<file path="src/rtl/matrix_job_sched.sv">
// Matrix job scheduler: queues A/B/C descriptors and drives a memory-mapped
// matrix accelerator over a valid/ready master bus, one job at a time.
module matrix_job_sched #(
    parameter int          M          = 4,
    parameter int          N          = 4,
    parameter int          P          = 4,
    parameter logic [31:0] ACCEL_BASE = 32'h1000_0000,
    parameter int          FIFO_DEPTH = 4,
    parameter int          POLL_MAX   = 1024,
    parameter int          START_GAP  = 2
) (
    input  logic        clk,
    input  logic        rst_n,
    input  logic        job_valid,
    output logic        job_ready,
    input  logic [31:0] job_a_addr,
    input  logic [31:0] job_b_addr,
    input  logic [31:0] job_c_addr,
    output logic        m_valid,
    input  logic        m_ready,
    output logic [31:0] m_addr,
    output logic [31:0] m_wdata,
    output logic [3:0]  m_wstrb,
    input  logic [31:0] m_rdata,
    output logic        busy,
    output logic        cpl_valid,
    output logic        cpl_err,
    output logic [15:0] jobs_done
);

    localparam int A_CNT   = M * N;
    localparam int B_CNT   = N * P;
    localparam int C_CNT   = M * P;
    localparam int MAX_AB  = (A_CNT > B_CNT) ? A_CNT : B_CNT;
    localparam int MAX_CNT = (MAX_AB > C_CNT) ? MAX_AB : C_CNT;
    localparam int IDX_W   = $clog2(MAX_CNT + 1);
    localparam int PC_W    = $clog2(POLL_MAX + 1);
    localparam int GAP_W   = $clog2(START_GAP + 2);
    localparam int PTR_W   = (FIFO_DEPTH > 1) ? $clog2(FIFO_DEPTH) : 1;
    localparam int CNT_W   = PTR_W + 1;

    localparam logic [IDX_W-1:0] A_LAST    = IDX_W'(A_CNT - 1);
    localparam logic [IDX_W-1:0] B_LAST    = IDX_W'(B_CNT - 1);
    localparam logic [IDX_W-1:0] C_LAST    = IDX_W'(C_CNT - 1);
    localparam logic [PC_W-1:0]  POLL_LAST = PC_W'(POLL_MAX - 1);
    localparam logic [GAP_W-1:0] GAP_LAST  = GAP_W'((START_GAP > 0) ? START_GAP - 1 : 0);
    localparam logic [CNT_W-1:0] FIFO_FULL = CNT_W'(FIFO_DEPTH);
    localparam logic [31:0]      B_DST     = ACCEL_BASE + 32'h0000_0040;
    localparam logic [31:0]      C_SRC     = ACCEL_BASE + 32'h0000_0080;
    localparam logic [31:0]      CTRL_ADDR = ACCEL_BASE + 32'h0000_0100;
    localparam logic [31:0]      STAT_ADDR = ACCEL_BASE + 32'h0000_0104;

    typedef enum logic [3:0] {
        IDLE, LOAD_A, LOAD_B, KICK, GAP, POLL, STORE_C, RECOVER, CPL
    } state_t;

    logic [31:0]      fifo_a_r [FIFO_DEPTH];
    logic [31:0]      fifo_b_r [FIFO_DEPTH];
    logic [31:0]      fifo_c_r [FIFO_DEPTH];
    logic [PTR_W-1:0] wr_ptr_r, rd_ptr_r;
    logic [CNT_W-1:0] count_r;
    logic             push_s, pop_s;

    state_t           state_r, next_s;
    logic [31:0]      cur_a_r, cur_b_r, cur_c_r, data_r;
    logic [IDX_W-1:0] idx_r, last_s;
    logic             phase_r;
    logic [PC_W-1:0]  poll_cnt_r;
    logic [GAP_W-1:0] gap_cnt_r;
    logic             m_valid_r, cpl_valid_r, cpl_err_r;
    logic [31:0]      m_addr_r, m_wdata_r, off_s, req_addr_s, req_wdata_s;
    logic [3:0]       m_wstrb_r, req_wstrb_s;
    logic [15:0]      jobs_done_r;

    assign job_ready = (count_r != FIFO_FULL);
    assign push_s    = job_valid && job_ready;
    assign pop_s     = (state_r == IDLE) && (count_r != {CNT_W{1'b0}});
    assign busy      = (state_r != IDLE) || (count_r != {CNT_W{1'b0}});
    assign m_valid   = m_valid_r;
    assign m_addr    = m_addr_r;
    assign m_wdata   = m_wdata_r;
    assign m_wstrb   = m_wstrb_r;
    assign cpl_valid = cpl_valid_r;
    assign cpl_err   = cpl_err_r;
    assign jobs_done = jobs_done_r;

    // Descriptor queue storage and occupancy
    always_ff @(posedge clk) begin
        if (!rst_n) begin
            wr_ptr_r <= {PTR_W{1'b0}};
            rd_ptr_r <= {PTR_W{1'b0}};
            count_r  <= {CNT_W{1'b0}};
        end else begin
            if (push_s) begin
                fifo_a_r[wr_ptr_r] <= job_a_addr;
                fifo_b_r[wr_ptr_r] <= job_b_addr;
                fifo_c_r[wr_ptr_r] <= job_c_addr;
                wr_ptr_r           <= wr_ptr_r + PTR_W'(1'b1);
            end
            if (pop_s) begin
                rd_ptr_r <= rd_ptr_r + PTR_W'(1'b1);
            end
            case ({push_s, pop_s})
                2'b10:   count_r <= count_r + CNT_W'(1'b1);
                2'b01:   count_r <= count_r - CNT_W'(1'b1);
                default: count_r <= count_r;
            endcase
        end
    end

    // Bus request for the current state; phase 0 is the read half of a copy
    always_comb begin
        off_s       = 32'(idx_r) << 2;
        req_addr_s  = 32'h0;
        req_wdata_s = 32'h0;
        req_wstrb_s = 4'h0;
        last_s      = {IDX_W{1'b0}};
        next_s      = IDLE;
        case (state_r)
            LOAD_A: begin
                req_addr_s  = phase_r ? (ACCEL_BASE + off_s) : (cur_a_r + off_s);
                req_wdata_s = phase_r ? data_r : 32'h0;
                req_wstrb_s = phase_r ? 4'hF : 4'h0;
                last_s      = A_LAST;
                next_s      = LOAD_B;
            end
            LOAD_B: begin
                req_addr_s  = phase_r ? (B_DST + off_s) : (cur_b_r + off_s);
                req_wdata_s = phase_r ? data_r : 32'h0;
                req_wstrb_s = phase_r ? 4'hF : 4'h0;
                last_s      = B_LAST;
                next_s      = KICK;
            end
            STORE_C: begin
                req_addr_s  = phase_r ? (cur_c_r + off_s) : (C_SRC + off_s);
                req_wdata_s = phase_r ? data_r : 32'h0;
                req_wstrb_s = phase_r ? 4'hF : 4'h0;
                last_s      = C_LAST;
                next_s      = CPL;
            end
            KICK: begin
                req_addr_s  = CTRL_ADDR;
                req_wdata_s = 32'h1;
                req_wstrb_s = 4'hF;
            end
            POLL: begin
                req_addr_s  = STAT_ADDR;
            end
            RECOVER: begin
                req_addr_s  = CTRL_ADDR;
                req_wdata_s = phase_r ? 32'h0 : 32'h2;
                req_wstrb_s = 4'hF;
            end
            default: next_s = IDLE;
        endcase
    end

    // Job sequencer: transfers, polling, recovery and completion reporting
    always_ff @(posedge clk) begin
        if (!rst_n) begin
            state_r     <= IDLE;
            cur_a_r     <= 32'h0;
            cur_b_r     <= 32'h0;
            cur_c_r     <= 32'h0;
            data_r      <= 32'h0;
            idx_r       <= {IDX_W{1'b0}};
            phase_r     <= 1'b0;
            poll_cnt_r  <= {PC_W{1'b0}};
            gap_cnt_r   <= {GAP_W{1'b0}};
            m_valid_r   <= 1'b0;
            m_addr_r    <= 32'h0;
            m_wdata_r   <= 32'h0;
            m_wstrb_r   <= 4'h0;
            cpl_valid_r <= 1'b0;
            cpl_err_r   <= 1'b0;
            jobs_done_r <= 16'h0;
        end else begin
            cpl_valid_r <= 1'b0;
            cpl_err_r   <= 1'b0;
            case (state_r)
                IDLE: begin
                    if (pop_s) begin
                        cur_a_r <= fifo_a_r[rd_ptr_r];
                        cur_b_r <= fifo_b_r[rd_ptr_r];
                        cur_c_r <= fifo_c_r[rd_ptr_r];
                        idx_r   <= {IDX_W{1'b0}};
                        phase_r <= 1'b0;
                        state_r <= LOAD_A;
                    end
                end
                GAP: begin
                    // The last idle cycle already launches the first status read
                    if (gap_cnt_r == GAP_LAST) begin
                        m_valid_r <= 1'b1;
                        m_addr_r  <= STAT_ADDR;
                        m_wdata_r <= 32'h0;
                        m_wstrb_r <= 4'h0;
                        state_r   <= POLL;
                    end else begin
                        gap_cnt_r <= gap_cnt_r + GAP_W'(1'b1);
                    end
                end
                CPL: state_r <= IDLE;
                LOAD_A, LOAD_B, KICK, POLL, STORE_C, RECOVER: begin
                    if (!m_valid_r) begin
                        m_valid_r <= 1'b1;
                        m_addr_r  <= req_addr_s;
                        m_wdata_r <= req_wdata_s;
                        m_wstrb_r <= req_wstrb_s;
                    end else if (m_ready) begin
                        m_valid_r <= 1'b0;
                        if (!phase_r) begin
                            data_r <= m_rdata;
                        end
                        case (state_r)
                            KICK: begin
                                poll_cnt_r <= {PC_W{1'b0}};
                                gap_cnt_r  <= {GAP_W{1'b0}};
                                state_r    <= (START_GAP > 0) ? GAP : POLL;
                            end
                            POLL: begin
                                if (m_rdata[1]) begin
                                    idx_r   <= {IDX_W{1'b0}};
                                    state_r <= STORE_C;
                                end else if (poll_cnt_r == POLL_LAST) begin
                                    state_r <= RECOVER;
                                end else begin
                                    poll_cnt_r <= poll_cnt_r + PC_W'(1'b1);
                                end
                            end
                            RECOVER: begin
                                if (phase_r) begin
                                    phase_r     <= 1'b0;
                                    cpl_valid_r <= 1'b1;
                                    cpl_err_r   <= 1'b1;
                                    jobs_done_r <= jobs_done_r + 16'd1;
                                    state_r     <= CPL;
                                end else begin
                                    phase_r <= 1'b1;
                                end
                            end
                            default: begin
                                if (!phase_r) begin
                                    phase_r <= 1'b1;
                                end else begin
                                    phase_r <= 1'b0;
                                    if (idx_r == last_s) begin
                                        idx_r   <= {IDX_W{1'b0}};
                                        state_r <= next_s;
                                        if (state_r == STORE_C) begin
                                            cpl_valid_r <= 1'b1;
                                            jobs_done_r <= jobs_done_r + 16'd1;
                                        end
                                    end else begin
                                        idx_r <= idx_r + IDX_W'(1'b1);
                                    end
                                end
                            end
                        endcase
                    end
                end
                default: state_r <= IDLE;
            endcase
        end
    end

endmodule

</file>
<file path="config.mk">
export PLATFORM = sky130hd
export DESIGN_NAME = matrix_job_sched
export DESIGN_NICKNAME = d
export VERILOG_FILES = /design/src/rtl/matrix_job_sched.sv
export SDC_FILE = /design/constraint.sdc
export NUM_CORES = 1
export LEC_CHECK = 0
export BUFFER_PORTS_ARGS = -buffer_cell sky130_fd_sc_hd__buf_2
export CAP_MARGIN = 20
export CORE_MARGIN = 4
export CORE_UTILIZATION = 60
export CTS_CLUSTER_DIAMETER = 50
export DETAILED_ROUTE_END_ITERATION = 16
export GPL_ROUTABILITY_DRIVEN = 1
export GPL_TIMING_DRIVEN = 0
export HOLD_SLACK_MARGIN = 0.06
export MAX_ROUTING_LAYER = met4
export PLACE_DENSITY_LB_ADDON = 0.05
export RECOVER_POWER = 50
export SETUP_SLACK_MARGIN = 0.05
export SYNTH_ARGS = -nofsm -noshare
export SYNTH_HDL_FRONTEND = slang
export SYNTH_SLANG_ARGS = --single-unit
export TNS_END_PERCENT = 10
</file>
<file path="constraint.sdc">
create_clock -name clk -period 4.5 [get_ports clk]
set_clock_uncertainty 0.1 [all_clocks]
set_input_delay 0.225 -clock clk [delete_from_list [all_inputs] [get_ports clk]]
set_output_delay 0.225 -clock clk [all_outputs]
set_load 0.1 [all_outputs]
</file>
After elaboration in Yosys (flattened, before gate mapping)
Memory sizes are Yosys's and may differ from the RTL's. A register that Yosys moved wholly into a read port is not among the register bits.
Cells that the tools add are included.

word-level totals
  latch bits = 0
  memories = 3
  bits in writable memories = 384
  output and inout bits = 89
  memory bits (read-only) = 0
  bits in registers = 149

memory list
  name      words  bits a word  read ports  clocked after memory_dff  write ports  RTL line  RTL
  fifo_a_r  4      32           1           1                         1            57        logic [31:0] fifo_a_r [FIFO_DEPTH];
  fifo_b_r  4      32           1           1                         1            58        logic [31:0] fifo_b_r [FIFO_DEPTH];
  fifo_c_r  4      32           1           1                         1            59        logic [31:0] fifo_c_r [FIFO_DEPTH];

operators by class
  add/sub/neg operators = 14
  div/mod/pow operators = 0
  multipliers = 0
  equality and inequality tests = 30
  shifts and indexed selects = 0
  mux-type cells = 71
  bitwise gates (word level) = 2
  reductions and logical operators = 31
  magnitude comparators = 0

operators with widths
  kind                                                  number
  two-way mux 32 bit                                    8
  one-hot mux 32 bit (5 select lines)                   1
  one-hot mux 32 bit (2 select lines)                   2
  adder 32 x 7 -> 32 bit                                3
  one-hot mux 32 bit (3 select lines)                   1
  adder 29 x 7 -> 30 bit (first input constant)         3
  two-way mux 16 bit                                    4
  two-way mux 4 bit                                     13
  one-hot mux 4 bit (3 select lines)                    3
  one-hot mux 16 bit (2 select lines)                   1
  two-way mux 5 bit                                     6
  two-way mux 11 bit                                    2
  inequality test 2 bit (second input constant)         11
  one-hot mux 11 bit (2 select lines)                   1
  one-hot mux 5 bit (2 select lines)                    2
  adder 16 x 1 -> 16 bit (second input constant)        1
  equality test 4 x 3 -> 1 bit (second input constant)  4
  one-hot mux 4 bit (2 select lines)                    2
  two-way mux 1 bit                                     15
  AND reduction 5 bit                                   3
  AND reduction 7 bit                                   2
  inequality test 3 bit (second input constant)         4
  nonzero test 2 bit                                    6
  adder 11 x 1 -> 11 bit (second input constant)        1
  other kinds (31)                                      49

Logic depth before layout (Yosys ltp)
  depth after elaboration = 10
  mapped depth = 13

Least setup slack after synthesis
No wires, ideal clock.

  path kind = register to register
  from = register count_r[0]
  to = memory fifo_a_r[1][0] (enable)
  arrival = 3918 ps
  cell stages (with the launch flop) = 6
  path buffers = 1
  period minus slack after synthesis = 4484 ps
  required time = 3934 ps
  slack = 16 ps
  cells stage by stage = dfxtp_1 > inv_1 > nand3_1 > and2_1 > clkbuf_1 > and3_1

between the ends
  word-level cells in the longest chain between the ends = 5

ends and longest elaborated chain
  what                                     RTL line  RTL
  from (decl)                              61        logic [CNT_W-1:0] count_r;
  from (signal assigned)                   92        count_r <= {CNT_W{1'b0}};
  from (signal assigned)                   104       2'b10: count_r <= count_r + CNT_W'(1'b1);
  from (signal assigned)                   105       2'b01: count_r <= count_r - CNT_W'(1'b1);
  inequality test 3 bit                    75        assign job_ready = (count_r != FIFO_FULL);
  named net job_ready                      15        output logic job_ready,
  logical AND 1 bit                        76        assign push_s = job_valid && job_ready;
  two-way mux 1 bit                        94        if (push_s) begin
  two-way mux 1 bit                        89        if (!rst_n) begin
  two-way mux 1 bit (not written as such)  95        fifo_a_r[wr_ptr_r] <= job_a_addr;
  to (decl)                                57

The timed path passes the listed nets, and every way through them passes these cells.

Final worst setup path
  from = input port rst_n
  to = memory fifo_a_r[0][26] (enable)

between the ends
  word-level cells in the longest chain between the ends = 2

ends and longest elaborated chain
  what                                     RTL line  RTL
  from (decl)                              13        input logic rst_n,
  two-way mux 1 bit                        89
  two-way mux 1 bit (not written as such)  95

Every way passes these cells.

==> reports/results.txt <==
status -> finished, violations left
failing checks -> max-capacitance violations, max-slew violations
Syn Std Cell Area -> 0.0262 mm2
vias in the first global route -> 18903
Core Footprint -> 0.0431 mm2
area share of the largest cell type after synthesis -> 0.440
share of layout cells above drive strength 1 -> 0.122
H-tree depth -> 3
post-synthesis average cell area -> 12.7 um2
average via count per standard cell -> 6.05
Die Y -> 217 um
minimum clock period -> 3.97 ns
post-cts sizing count -> 0
Yosys reg bits -> 626
Synth Net Count -> 2217
cell count after synthesis -> 2057
gr ovfl total -> 0
most numerous cell in the Yosys netlist -> edfxtp_1
initial antenna violation count -> 2
top flop regs -> fifo_a_r (128), fifo_b_r (128), fifo_c_r (128)
Sw Ratio -> 0.348
CP Data Required Time -> 4.66 ns
Clk Tree Root Cell -> clkbuf_16
Setup CP Type -> input port to flip-flop
EDFF count, synth -> 384
die extent in x -> 217 um
Hold WS -> 0.149 ns
Final period util -> 0.881
measured slew at the worst slew-check pin -> 2.73 ns
post-DP HPWL -> 48600 um
Hold Path Class -> input port to flip-flop
Max clock buf depth -> 3
RD Place Congestion -> 0.987
Residual DRC -> 0
insertion delay of the later-clocked pin in the worst-skew pair -> 0.60 ns
sw power -> 6.26 mW
Pre-antenna DRT Iters -> 5
final setup TNS -> 0 ns
Design Power -> 18.0 mW
peak supply drop -> 0.000642 V
Leak -> 10.3 nW
cell count after placement -> 2867
final hold violations -> 0
Netlist cell types -> 95
WL/cell -> 23.6 um
largest net degree at the start of global routing -> 59
total die area -> 0.0470 mm2
synth top area cells -> edfxtp_1 (44%), dfxtp_1 (19%), mux4_2 (8.3%), nand2_1 (4.9%), a21oi_1 (3.4%)
CTS tree -> built
pre-CTS setup slack -> 0.904 ns
Clock power frac -> 0.310
RSZ-0062 raised after global routing -> false
FFs w/ async S/R, synth -> 0
clock transition at the registers of the reported paths -> 0.06 ns
Max Cap Viol -> 3
Seq/Total Area, Yosys -> 0.625
worst setup margin -> 0.535 ns
routed wire length -> 73500 um
Initial Util -> 0.608
Slew HR -> -0.821
crit end category -> flip-flop
CP startpoint kind -> input port
Final ANT Viol Nets -> 0
Final Non-Filler Cells -> 3121
Top FF cell, synth -> edfxtp_1
Synth-to-Final Area Change -> 19.9%
internal power -> 11.7 mW
Final Core Density -> 0.729
Cell Area, Placed -> 0.0281 mm2
CP arrival -> 4.12 ns
Gate power share -> 0.273
TritonCTS buffer count -> 67
CTS Sinks -> 626
PortBufs -> 220
Syn. warnings -> 0
PwrDens -> 572 mW/mm2
sequential group share of total power -> 0.417
Max Clk Rate -> 252 MHz
Post-layout nets -> 2641
Synth area leader -> edfxtp_1
cell area after layout -> 0.0314 mm2
IO Pins -> 221
Total GRT Usage -> 0.322
Max Transition Viols Final -> 92
Commonest cells post-synth -> edfxtp_1 (384), nand2_1 (342), dfxtp_1 (242)
final setup vio count -> 0
Fillers -> 3003
vias post-DR -> 18871
initial drt markers -> 1860
crit-path max FO -> 52
first-pass GRT wire length -> 113000 um
cell row count -> 76
-- routing by layer --
layer,up-vias,track usage,routed length [um]
li1,8570,-,-
met1,9350,0.423,30000
met2,822,0.517,35600
met3,129,0.0553,5620
met4,0,0.109,2360
met5,-,-,0
-- power groups by stage --
stage               registers (mW)  logic (mW)  clock network, mW
finish                        7.49        4.91               5.58
CTS                           7.45        4.93               5.62
detailed placement            7.56        4.81                  0
floorplan                     7.59        3.13                  0
global placement              7.56        4.73                  0
global route                  7.55        5.32               5.92
-- timing repair --
action,4_1_cts,5_1_grt
setup buffers,0,0
endpoints found under the hold margin,419,0
hold buffers,130,0
-- critical path, cell delays in order --
cell	delay [ns]
dlygate4sd3_1	0.56
clkbuf_1	0.25
clkbuf_1	0.53
and3_1	2.12
buf_16	0.32
-- kinds of logic after synthesis --
logic type                 after synthesis  synth area share
AOI/OAI and AO/OA                      408             0.104
xor gates and xnor gates                89            0.0298
adders and majority gates               28            0.0145
buffers and inverters                  161            0.0258
DFF                                    626             0.625
muxes                                  107            0.0868
and+or+nand+nor                        638             0.114
-- worst paths after layout --
kind	end	slack, ns	startpoint	cells after the start
worst max-delay path	fifo_a_r[0][26]	0.53	rst_n	5
worst min-delay path	wr_ptr_r[1]	0.15	job_valid	5
worst max register to register	fifo_a_r[0][26]	0.56	count_r[0]	6
worst min register to register	data_r[15]	0.36	data_r[15]	2
-- placed cells by master, fill, tap and decap left out, types with 24 or more instances in the layout --
cell / count
ha_1: 24
nand3_1: 34
a21oi_1: 177
clkbuf_16: 69
edfxtp_1: 384
xnor2_1: 50
dfxtp_1: 242
inv_1: 34
nor2_1: 102
o21ai_0: 39
buf_2: 58
a22oi_1: 50
mux4_2: 96
nand2_1: 343
clkbuf_1: 291
dlygate4sd3_1: 130
xor2_1: 39
-- final cells by class --
cell class | instances | area, um2 | area share
Inverter | 36 | 135 | 0.00430
Sequential cell | 626 | 16400 | 0.522
Clock inverter | 33 | 389 | 0.0124
Multi-Input combinational cell | 1270 | 9110 | 0.290
Buffer | 125 | 539 | 0.0172
Timing Repair Buffer | 355 | 2280 | 0.0728
Tap cell | 585 | 732 | 0.0233
Antenna cell | 2 | 5.00 | 0.000159
Clock buffer | 89 | 1830 | 0.0584
No activity file was read; power rests on OpenSTA's default activity.
